### src/rtl/ps2_voice_alloc.sv
// Polyphonic voice allocator: parses a PS/2 scan-code stream and assigns held keys
// to a fixed pool of voice slots, stealing the least-recently-allocated slot when full.
module ps2_voice_alloc #(
  parameter int VOICES = 4
) (
  input  logic                  clk,
  input  logic                  clrn,
  input  logic [7:0]            data,
  input  logic                  ready,
  input  logic                  all_off,
  output logic [8*VOICES-1:0]   voice_key,
  output logic [VOICES-1:0]     voice_on,
  output logic                  evt,
  output logic [2:0]            evt_slot,
  output logic                  evt_on,
  output logic [3:0]            held
);

  typedef enum logic [1:0] {
    IDLE   = 2'd0,
    BRK    = 2'd1,
    EXT    = 2'd2,
    EXTBRK = 2'd3
  } state_t;

  localparam logic [2:0] OLDEST = 3'(VOICES - 1);

  function automatic logic [3:0] popcount(input logic [VOICES-1:0] v);
    logic [3:0] cnt;
    cnt = 4'd0;
    for (int i = 0; i < VOICES; i++) begin
      cnt = cnt + {3'b000, v[i]};
    end
    return cnt;
  endfunction

  state_t                   state_r, state_s;
  logic [VOICES-1:0][7:0]   key_r, key_s;
  logic [VOICES-1:0][2:0]   rank_r, rank_s;
  logic [VOICES-1:0]        on_r, on_s;
  logic                     evt_r, evt_s;
  logic [2:0]               evt_slot_r, evt_slot_s;
  logic                     evt_on_r, evt_on_s;
  logic [3:0]               held_r;

  logic                     match_hit_s, free_hit_s;
  logic [2:0]               match_idx_s, free_idx_s, lru_idx_s, alloc_idx_s, alloc_rank_s;
  logic                     make_s, brk_s;

  // Slot search: sounding-key match, lowest free slot, oldest slot and its rank
  always_comb begin
    match_hit_s  = 1'b0;
    match_idx_s  = 3'd0;
    free_hit_s   = 1'b0;
    free_idx_s   = 3'd0;
    lru_idx_s    = 3'd0;
    alloc_rank_s = 3'd0;
    // Scan downward so the lowest index wins
    for (int i = VOICES - 1; i >= 0; i--) begin
      match_hit_s = (on_r[i] && (key_r[i] == data)) ? 1'b1   : match_hit_s;
      match_idx_s = (on_r[i] && (key_r[i] == data)) ? 3'(i)  : match_idx_s;
      free_hit_s  = (!on_r[i]) ? 1'b1  : free_hit_s;
      free_idx_s  = (!on_r[i]) ? 3'(i) : free_idx_s;
      lru_idx_s   = (rank_r[i] == OLDEST) ? 3'(i) : lru_idx_s;
    end
    alloc_idx_s = free_hit_s ? free_idx_s : lru_idx_s;
    for (int i = 0; i < VOICES; i++) begin
      alloc_rank_s = (3'(i) == alloc_idx_s) ? rank_r[i] : alloc_rank_s;
    end
  end

  // Parser transition and next voice/rank/event state for the accepted byte
  always_comb begin
    state_s    = state_r;
    key_s      = key_r;
    rank_s     = rank_r;
    on_s       = on_r;
    evt_s      = 1'b0;
    evt_slot_s = evt_slot_r;
    evt_on_s   = evt_on_r;
    make_s     = 1'b0;
    brk_s      = 1'b0;

    if (all_off) begin
      state_s = IDLE;
      on_s    = '0;
    end else if (ready) begin
      case (state_r)
        IDLE: begin
          if (data == 8'hF0) begin
            state_s = BRK;
          end else if (data == 8'hE0) begin
            state_s = EXT;
          end else if (data == 8'h00) begin
            state_s = IDLE;
          end else begin
            make_s = 1'b1;
          end
        end
        BRK: begin
          state_s = IDLE;
          brk_s   = 1'b1;
        end
        EXT:     state_s = (data == 8'hF0) ? EXTBRK : IDLE;
        EXTBRK:  state_s = IDLE;
        default: state_s = IDLE;
      endcase
    end else begin
      state_s = state_r;
    end

    // A repeated make of a sounding key is typematic and leaves everything alone
    if (make_s && !match_hit_s) begin
      for (int i = 0; i < VOICES; i++) begin
        if (3'(i) == alloc_idx_s) begin
          key_s[i]  = data;
          on_s[i]   = 1'b1;
          rank_s[i] = 3'd0;
        end else if (rank_r[i] < alloc_rank_s) begin
          rank_s[i] = rank_r[i] + 3'd1;
        end else begin
          rank_s[i] = rank_r[i];
        end
      end
      evt_s      = 1'b1;
      evt_slot_s = alloc_idx_s;
      evt_on_s   = 1'b1;
    end else if (brk_s && match_hit_s) begin
      for (int i = 0; i < VOICES; i++) begin
        on_s[i] = (3'(i) == match_idx_s) ? 1'b0 : on_r[i];
      end
      evt_s      = 1'b1;
      evt_slot_s = match_idx_s;
      evt_on_s   = 1'b0;
    end else begin
      evt_s = 1'b0;
    end
  end

  // State registers; ranks start as the identity permutation
  always_ff @(posedge clk or posedge clrn) begin
    if (clrn) begin
      state_r    <= IDLE;
      key_r      <= '0;
      on_r       <= '0;
      evt_r      <= 1'b0;
      evt_slot_r <= 3'd0;
      evt_on_r   <= 1'b0;
      held_r     <= 4'd0;
      for (int i = 0; i < VOICES; i++) begin
        rank_r[i] <= 3'(i);
      end
    end else begin
      state_r    <= state_s;
      key_r      <= key_s;
      rank_r     <= rank_s;
      on_r       <= on_s;
      evt_r      <= evt_s;
      evt_slot_r <= evt_slot_s;
      evt_on_r   <= evt_on_s;
      held_r     <= popcount(on_s);
    end
  end

  assign voice_key = key_r;
  assign voice_on  = on_r;
  assign evt       = evt_r;
  assign evt_slot  = evt_slot_r;
  assign evt_on    = evt_on_r;
  assign held      = held_r;

endmodule

### config.mk
export PLATFORM = sky130hd
export DESIGN_NAME = ps2_voice_alloc
export DESIGN_NICKNAME = d
export VERILOG_FILES = /design/src/rtl/ps2_voice_alloc.sv
export SDC_FILE = /design/constraint.sdc
export NUM_CORES = 1
export LEC_CHECK = 0
export CAP_MARGIN = 20
export CORE_MARGIN = 2
export CORE_UTILIZATION = 35
export DETAILED_ROUTE_END_ITERATION = 10
export PLACE_DENSITY_LB_ADDON = 0.2
export SETUP_SLACK_MARGIN = 0.5
export SYNTH_ARGS = -nofsm -noshare
export SYNTH_HDL_FRONTEND = slang
export SYNTH_SLANG_ARGS = --single-unit
### constraint.sdc
create_clock -name clk -period 3.1 [get_ports clk]
set_input_delay 0.62 -clock clk [delete_from_list [all_inputs] [get_ports clk]]
set_output_delay 0.62 -clock clk [all_outputs]
set_load 0.03 [all_outputs]
==> metrics <==
Slew Limit Fails 0; clk root buf clkbuf_8; H-tree depth 3; number of global-route vias before repair between 3k and 4k; Post-Syn Area between 3000 and 4000 um^2; Routed WL between 10000 and 15000 um; placed cells around 560; non-filler cells, final 601; DRC viols 0; port bufs 54; TritonCTS buffer count 9; Multi-input gate area 2263 um^2; n_diodes 0; FMAX 0.3352 GHz; Nets 490; WP data required 3.34 ns; CP Launch Type flip-flop; largest family of logic cells by synthesized area compound AO/OA/AOI/OAI gates; top_reg_cell synth dfrtp_1; Slew HR a little under three fifths; Levels on crit path 15; Die X 102.7 um; antenna violations before repair 0; status completed; crit path cell chain ha_4 -> ha_4 -> nand2b_4 -> a221oi_4 -> o21ai_4 -> nand2_1 -> o21ai_2 -> o21ai_2 -> buf_4 -> buf_6 -> ha_4 -> buf_6 -> a211oi_4 -> o21bai_1 -> mux2_4; sequential share of the synthesized area 41.97%; IO Pins 57; Adder-Cell Fraction of Synth Area 5.723%; worst reg-to-reg path cell count 15; clk_lat worst skew between 0.3 and 0.4 ns; CTS sink cnt 57; Static Leak 2.324 nW; num rows 36; crit-path most repeated cell ha_4; HP Class reg -> reg; RSZ-0062 raised after global routing true; worst slew pin tran 0.6689 ns; first-pass GRT wire length 16040 um; Layout fillers approximately 860; pre-CTS WS -0.3851 ns; maxcap violations 0; Clock transition at path regs ~0.08 ns; Via Count 3065; Max clock buf depth 2; post-synthesis compound-gate area fraction 13.90%; final-report setup violation count 0; CTS tree yes; Overall Power 3.380 mW; setup TNS 0 ns; gr usage total about a fifth; Worst Path Max Fanout 5; Simple-Gate Fraction of Synth Area 13.61%; synthesized area per cell between 10 and 15 um^2; Power Density between 600 and 700 nW/um^2; GRT overflow 0; Hold Slack 0.4801 ns; XOR/XNOR Fraction of Synth Area 8.217%; delay-heaviest family, CP compound AO/OA/AOI/OAI gates; Pre-antenna DRT Iters 4; synth unique cells 59; Final Hold Viols 0; fin crit period 2.983 ns; Worst Setup End Kind flip-flop; depth of the worst hold-timing path 2; Avg WL per Cell between 15 and 20 um; Initial DRC Count ~130; area delta synth->final 56.79%; ys async rst share 100.0%; Area after DPL 4601 um^2; setup slack after layout 0.1169 ns; pin count of the biggest net entering global routing 31; GP Congestion 0.8686; worst path bufs/invs 3; CP max-delay cell dfstp_2; CP max stage delay between 0.5 and 0.6 ns; Final ANT Viol Nets 0; YS warnings 0; Die Y between 100 and 150 um; die area between 10000 and 15000 um^2; Worst VDD drop 337.1 uV; clk_skew 0.01715 ns; Hold-fix buffers, CTS 0; post-synthesis mux area share 12.11%; vias per inst 5.100; cells after synthesis about 330; FF+latch area ~1400 um^2; critical path class reg -> reg; Final Cell Area about 5300 um^2; fraction of layout cells with a size suffix above 1 43.38%; Worst EP arrival 3.22 ns; Initial Util 35.55%; total core area 9594 um^2; Tcrit/Tclk final 96.23%; dpl hpwl between 7000 and 8000 um; post-synthesis register bit count 57; number of synthesized flops with an enable pin 0; Layout Utilization a little under three fifths
-- path summary, 6_finish.rpt --
path / from / to / slack, ns
max: rank_r[10]$_DFFE_PP1P_ / rank_r[0]$_DFFE_PP0P_ / 0.12
min: evt_on$_DFFE_PP0P_ / evt_on$_DFFE_PP0P_ / 0.48
max reg2reg: rank_r[10]$_DFFE_PP1P_ / rank_r[0]$_DFFE_PP0P_ / 0.12
min reg2reg: evt_on$_DFFE_PP0P_ / evt_on$_DFFE_PP0P_ / 0.48
max in group asynchronous: clrn / rank_r[9]$_DFFE_PP1P_ / 1.64
min in group asynchronous: clrn / rank_r[5]$_DFFE_PP0P_ / 0.69
-- worst register-to-register path, cell delays in order (launching register included) --
cell and delay (ns):
dfstp_2 0.56, ha_4 0.14, ha_4 0.14, nand2b_4 0.07, a221oi_4 0.32, o21ai_4 0.11, nand2_1 0.09, o21ai_2 0.06
o21ai_2 0.20, buf_4 0.15, buf_6 0.10, ha_4 0.20, buf_6 0.11, a211oi_4 0.22, o21bai_1 0.13, mux2_4 0.27
-- layer usage --
metal	share of wire [%]	global-route usage (%)	wire length, um
met5	0	0	0
met4	1.5	5.641	160
met3	4.0	4.678	421
met2	52	36.20	5480
met1	42	23.88	4402
-- cells in the mapped netlist (2+ instances only) --
cell	count	area, um^2
a211o_1	2	17.52
buf_4	2	15.01
a22o_1	3	26.28
a2111oi_0	3	26.28
and2_1	3	18.77
nand3_1	7	35.03
a22oi_1	2	15.01
dfstp_2	4	105.1
a311o_1	2	20.02
nor3_1	5	25.02
a21o_1	3	22.52
xnor2_1	17	148.9
nand2b_1	4	25.02
o21bai_1	2	15.01
nand2_1	27	101.4
o31ai_1	2	15.01
nor2_1	14	52.55
dfrtp_1	53	1326
nor2b_1	3	18.77
xor2_1	15	131.4
o21ai_0	5	25.02
inv_1	17	63.81
nand4_1	8	50.05
nor4_1	5	31.28
ha_1	14	175.2
mux2_2	34	382.9
a21oi_1	11	55.05
buf_2	8	40.04
or3_1	3	18.77
o21ai_1	5	25.02
a211oi_1	4	30.03
or4_1	2	15.01
o22ai_1	5	31.28
o211ai_1	4	30.03
clkbuf_1	5	18.77
mux2i_1	3	30.03
-- state kept, by name, summed over array words and instances (netlist names) --
name	cells
evt_on	1
rank_r	12
voice_key	32
state_r	2
evt	1
held	3
evt_slot	2
voice_on	4
-- layout make-up --
class,instances,area share (%)
Clock buffer,11,2.644
Clock inverter,5,1.029
Inverter,17,1.193
Multi-Input combinational cell,240,42.33
Sequential cell,57,26.77
Tap cell,133,3.112
Timing Repair Buffer,138,22.93
-- cells in the final DEF, fill, tap and decap left out, drive strengths merged, types with 3 or more instances in the layout --
master	instances
clkdlybuf4s50	46
nand4	8
xnor2	17
a22o	3
a2111oi	3
nand3	7
o22ai	5
clkbuf	12
ha	14
and2	3
o21ai	10
a211oi	5
nand2	27
dlygate4sd2	6
dfrtp	53
dfstp	4
nand2b	4
buf	84
mux2i	3
nor2	14
a21o	3
inv	17
nor2b	4
or3	3
nor3	5
nor4	5
xor2	15
a21oi	11
mux2	34
o211ai	4
-- power breakdown --
group / internal [mW] / switching, mW
Combinational: 0.787 / 0.787
Sequential: 0.918 / 0.160
Clock: 0.391 / 0.337
-- cell families (layout without fill, tap and decap cells) --
family / count (synthesis) / after routing
adders and majority gates: 15 / 15
DFF: 57 / 57
AOI/OAI and AO/OA: 65 / 65
xor gates and xnor gates: 32 / 32
buffers and inverters: 33 / 171
muxes: 37 / 37
and+or+nand+nor: 89 / 89
other: 1 / 2
-- timing repair --
item / in CTS / in global routing
setup buffers: 10 / 13
endpoints found under the hold margin: 0 / 0
resized for setup: 51 / 40
setup endpoints to repair: 24 / 41
pin swaps: 29 / 23
Note: power is estimated with default switching activity, not from simulation.
